===== src/rtl/toggle_event_receiver.sv =====
// Recovers discrete events from a toggle-encoded level and buffers them behind a valid/ready
// handshake with a saturating pending count, a sticky overflow flag and a wrapping total.
module toggle_event_receiver #(
   parameter int unsigned SYNC_STAGES = 2,
   parameter int unsigned CNT_W       = 4,
   parameter int unsigned TOT_W       = 16
) (
   input  logic             clk,
   input  logic             rstn,
   input  logic             t_in,
   input  logic             clr,
   output logic             evt_valid,
   input  logic             evt_ready,
   output logic [CNT_W-1:0] pending,
   output logic             overflow,
   output logic [TOT_W-1:0] total
);

   localparam int unsigned WU_W = $clog2(SYNC_STAGES + 1);
   localparam logic [CNT_W-1:0] PEND_MAX = {CNT_W{1'b1}};

   logic [SYNC_STAGES-1:0] sync_q;
   logic [SYNC_STAGES-1:0] sync_d;
   logic                   sync_last;
   logic                   t_ref_q;
   logic                   armed_q;
   logic [WU_W-1:0]        warm_q;
   logic                   evt_edge;
   logic                   dec;
   logic [CNT_W-1:0]       pending_q;
   logic                   overflow_q;
   logic [TOT_W-1:0]       total_q;

   assign sync_d    = {sync_q[SYNC_STAGES-2:0], t_in};
   assign sync_last = sync_q[SYNC_STAGES-1];
   assign evt_edge  = armed_q & (sync_last ^ t_ref_q);
   assign evt_valid = (pending_q != '0);
   assign dec       = evt_valid & evt_ready;

   assign pending  = pending_q;
   assign overflow = overflow_q;
   assign total    = total_q;

   always_ff @(posedge clk or negedge rstn) begin
      if (!rstn) begin
         sync_q  <= '0;
         t_ref_q <= 1'b0;
         armed_q <= 1'b0;
         warm_q  <= '0;
      end else begin
         sync_q <= sync_d;
         if (!armed_q) begin
            // Track the level the last stage is about to hold, so a level already present
            // at reset release is never seen as a change once armed.
            t_ref_q <= sync_d[SYNC_STAGES-1];
            warm_q  <= warm_q + WU_W'(1);
            if (warm_q == WU_W'(SYNC_STAGES - 1)) begin
               armed_q <= 1'b1;
            end
         end else if (evt_edge) begin
            t_ref_q <= sync_last;
         end
      end
   end

   always_ff @(posedge clk or negedge rstn) begin
      if (!rstn) begin
         pending_q  <= '0;
         overflow_q <= 1'b0;
         total_q    <= '0;
      end else if (clr) begin
         pending_q  <= '0;
         overflow_q <= 1'b0;
         total_q    <= '0;
      end else begin
         if (evt_edge) begin
            total_q <= total_q + TOT_W'(1);
         end
         case ({evt_edge, dec})
            2'b10: begin
               if (pending_q == PEND_MAX) begin
                  overflow_q <= 1'b1;
               end else begin
                  pending_q <= pending_q + CNT_W'(1);
               end
            end
            2'b01:   pending_q <= pending_q - CNT_W'(1);
            default: pending_q <= pending_q;
         endcase
      end
   end

endmodule

===== config.mk =====
export PLATFORM = sky130hd
export DESIGN_NAME = toggle_event_receiver
export DESIGN_NICKNAME = d
export VERILOG_FILES = /design/src/rtl/toggle_event_receiver.sv
export SDC_FILE = /design/constraint.sdc
export NUM_CORES = 1
export LEC_CHECK = 0
export BUFFER_PORTS_ARGS = -buffer_cell sky130_fd_sc_hd__buf_2
export CELL_PAD_IN_SITES_DETAIL_PLACEMENT = 2
export CELL_PAD_IN_SITES_GLOBAL_PLACEMENT = 2
export CORE_ASPECT_RATIO = 1.5
export CORE_MARGIN = 1.5
export CORE_UTILIZATION = 31
export DETAILED_ROUTE_END_ITERATION = 6
export PLACE_DENSITY = 0.83
export SLEW_MARGIN = 30
export SYNTH_ARGS = -nofsm -noshare
export SYNTH_HDL_FRONTEND = slang
export SYNTH_SLANG_ARGS = --single-unit

===== constraint.sdc =====
create_clock -name clk -period 2 [get_ports clk]
set_input_delay 0.1 -clock clk [delete_from_list [all_inputs] [get_ports clk]]
set_output_delay 0.1 -clock clk [all_outputs]
set_load 0.03 [all_outputs]

Word level (Yosys, flattened, before mapping):

Cells that the tools add are included.
W data, S select, Z words.

* word-level logic and storage cells: 39
* register bits: 27
* bits of input ports: 5
* output and inout port bits: 22

* mux-type cells: 12
* add/sub/neg operators: 4
* equal/unequal tests: 6
* bitwise gates (word level): 3
* reductions and logical operators: 7

Operators with widths (count)
* $mux W16: 2
* $add A16 B1 Y16 const B: 1
* $mux W4: 2
* $pmux W4 S2: 1
* $mux W1: 7
* $reduce_bool A2 Y1: 3
* $add A4 B1 Y4 const B: 1
* $eq A2 B1 Y1 const B: 2
* $eq A4 B4 Y1 const B: 1
* $reduce_and A2 Y1: 2
* $reduce_bool A4 Y1: 1
* $sub A4 B1 Y4 const B: 1
* $ne A3 B3 Y1 const B: 1
* $reduce_bool A3 Y1: 1
* $add A2 B1 Y2 const B: 1
* $and A1 B1 Y1: 2
* $eq A2 B2 Y1 const B: 1
* $ne A2 B1 Y1 const B: 1
* $xor A1 B1 Y1: 1

Depth between registers and ports, before layout:

* depth after elaboration: 5
* mapped depth: 8
* depth with buffers taken out: 7

Worst setup path before layout:

Ideal clock, no wire load.

* kind: reg-to-reg
* from: register pending_q[1] (netlist: pending[1])
* to: register pending_q[3] (netlist: pending[3])
* library setup time: 0.125 ns
* setup slack: -0.381 ns
* path buffers: 1
* stages on the path, launching flop included: 8
* required time: 1.875 ns
* arrival time: 2.256 ns
* period minus slack after synthesis: 2.381 ns
* cells stage by stage: dfrtp_1 > buf_2 > o41ai_1 > a21oi_1 > ha_1 > a31o_2 > a32oi_1 > mux2_2

* cells in the longest elaborated chain, start to end: 5
* elaborated cells between the ends (all ways): 13
* classes of those cells: add/sub (2); eq/ne (4); mux (3); bitwise (1); reduce/logical (3)

Ends and longest elaborated chain
* from (decl): line 30 `logic [CNT_W-1:0] pending_q;`
* from (signal assigned): line 84 `pending_q <= pending_q + CNT_W'(1);`
* from (signal assigned): line 87 `2'b01: pending_q <= pending_q - CNT_W'(1);`
* from (signal assigned): line 88 `default: pending_q <= pending_q;`
* parallel branches: the longest is 5 deep, another holds $add A4 B1 Y4

Parallel ways; which one is timed is not known. The select of a mux whose other input is x is not followed.
A chain may end at the register's enable or synchronous reset.

Final worst setup path:

* from: register pending_q[0] (netlist: pending[0])
* to: register pending_q[3] (netlist: pending[3])

Same word-level chain as after synthesis.

==> run summary <==
Post-Route WL = 4490 um
Nets = 201
DRT iter0 DRCs = 55
CP arrival = 2.23 ns
Leak Pwr = 0.886 nW
Drt pass-1 iters = 4
Final setup margin = -0.0721 ns
Pre-CTS setup slack = -0.143 ns
Pins Over Slew Limit = 0
Async S/R FF share, synth = 100%
Worst-path clk slew = 0.09 ns
CP Data Required Time = 2.16 ns
Total grt overflow = 0
Max IR drop VDD = 238 uV
Setup tns final = -0.0721 ns
Sequential fraction of design power = 38.5%
CP Class = flip-flop to flip-flop
Switching Share = 37.2%
Ys flop type = dfrtp_1
Crit. Startpoint = pending[0]
Starting Density = 31.8%
Net switching power = 0.000615 W
Max Fclk = 483 MHz
Vias in the first global route = 1447
Internal cell power = 0.00104 W
Initial antenna violation count = 0
Clock power frac = 18.5%
Top-count cell post-synth = dfrtp_1
Area leader, netlist = dfrtp_1
RSZ-0062 raised after global routing = true
Placer Congestion = 0.790
Outcome = finished with violations
Synth Area per Inst = 9.94 sq um
Vias = 1372
CTS Buf Count = 3
Fraction of layout cells with a size suffix above 1 = 35.1%
Synth Net Count = 163
DP HPWL = 3270 um
CP endpoint kind = flip-flop
Final Critical Period = 2.07 ns
Top cells by count, synth = 27 x dfrtp_1, 13 x nor2_1, 10 x a21oi_1
Register bit count reported by yosys = 27
Vias per cell = 5.34
Cell Rows = 31
Antenna cells = 0
Clock skew = 0.00369 ns
Core area = 4810 sq um
Post-synth top area share = 44.1%
EDFF count, synth = 0
CTS root buf = clkbuf_8
Final instance area = 1920 sq um
Cell Pwr Density = 863 nW/um^2
Max-Cap Viols = 0
Worst-Margin Slew = 0.640 ns
Chip height = 89.1 um
Worst hold start = clr
Tot GR Track Use = 18.1%
Register area share after synthesis = 44.1%
CTS tree = done
Synthesized instance count = 154
CTS H-Tree Depth = 1
Clock Sinks = 27
Area Overhead vs Synth = 25.2%
CP Launch Type = flip-flop
Reg-to-reg startpoint = pending[0]
Die area = 5380 sq um
CTS Buffer Depth = 2
Final setup vio count = 1
Mapped cell area = 1530 sq um
Chip width = 60.4 um
Worst-path maximum fanout = 3
Distinct cells, synth = 42
Worst skew pair latency = 0.27 ns
DRC viols = 0
Hold slack = 0.339 ns
Antenna viol nets, final = 0
Rel. slew slack = 57.3%
Combinational fraction of design power = 43.0%
Area contributors post-synth = dfrtp_1 44%, mux2_2 5.9%, a21oi_1 3.3%
Crit share post-route = 104%
Fin. Hold Viols = 0
IO buf count = 26
Routed WL per cell = 17.5 um
IO Count = 27
Cell Area, Placed = 1800 sq um
Ys Warns = 0
Min-delay worst type = input pin to flip-flop
Violated checks = setup timing
Total power = 0.00165 W
Wire length of the first global-routing pass = 7200 um
Largest net degree at the start of global routing = 32
==> sequential cells by signal, summed over array words and instances (netlist names) <==
name,count
warm_q,2
sync_q,2
t_ref_q,1
overflow,1
pending,4
total,16
armed_q,1
==> power groups by stage <==
stage | Sequential (W) | Clock [W] | Combinational [W]
after floorplan | 0.000721 | 0 | 0.000374
after global placement | 0.000629 | 0 | 0.000636
after detailed placement | 0.000639 | 0 | 0.000684
after CTS | 0.000638 | 0.000329 | 0.000702
after global routing | 0.000639 | 0.000345 | 0.000768
final | 0.000636 | 0.000307 | 0.000711
==> path summary, 6_finish.rpt <==
check / to / slack [ns] / cells past startpoint
max: pending[3] / -0.07 / 6
min: overflow / 0.34 / 3
max reg2reg: pending[3] / -0.07 / 6
min reg2reg: sync_q[1] / 0.39 / 0
max in group asynchronous: pending[0] / 1.15 / 2
min in group asynchronous: total[1] / 0.39 / 2
==> cell usage in the layout (no fill, tap or decap), types with 4 or more instances in the layout <==
cell and count:
buf_2 26, dfrtp_1 25, buf_4 16, nor2_1 13
a21oi_1 9, nor2b_1 8, mux2_2 8, nand2_1 8
nand3_1 6, o31ai_1 6, or4_1 6, nand4_1 5
nor3_1 4, ha_1 4
==> worst max-delay path, cell delays in order, from the launching register on <==
cell and delay (ns):
dfrtp_2 0.44, o41ai_4 0.37, a21oi_2 0.08, ha_1 0.32, a31o_2 0.21, a32oi_1 0.19, mux2_2 0.35
==> logic make-up (layout without fill, tap and decap cells) <==
group / count (synthesis) / in the layout / share of synthesized area (%)
AND/OR/NAND/NOR: 65 / 65 / 24.0
flip-flops: 27 / 27 / 44.1
AO/OA/AOI/OAI: 28 / 28 / 12.6
multiplexers: 12 / 12 / 8.82
adder cells (fa/ha/maj): 4 / 4 / 3.27
buffers and inverters: 13 / 50 / 3.84
XOR/XNOR: 5 / 5 / 3.35
==> routing by layer <==
layer  part of all wire [%]  routed length (um)  GRT usage (%)  vias to the layer above
met5                      0                   0              0                        -
met4                   0.89                  40           6.67                        0
met3                    1.6                  72           1.74                        2
met2                     59                2650           33.5                       16
met1                     38                1730           20.8                      712
li1                       -                   -              -                      642
==> timing repair <==
action	in CTS	in global routing
setup buffers	0	4
endpoints found under the setup margin	1	7
gates cloned	0	0
resized for setup	1	2
hold buffers	2	0
endpoints found under the hold margin	28	0
pin swaps	1	1
==> cell type report <==
class                           instances  area [sq um]
Inverter                                2          7.51
Multi-Input combinational cell        114           833
Sequential cell                        27           678
Timing Repair Buffer                   44           270
Fill cell                             551          2890
Clock buffer                            4          45.0
Tap cell                               66          82.6
==> through the flow <==
step	util, %	std cells
floorplan	-	154
global placement	37.4	247
detailed placement	37.4	247
CTS	38.9	253
global route	39.9	257
finish	39.9	257
Power figures use the tool's default switching activity.
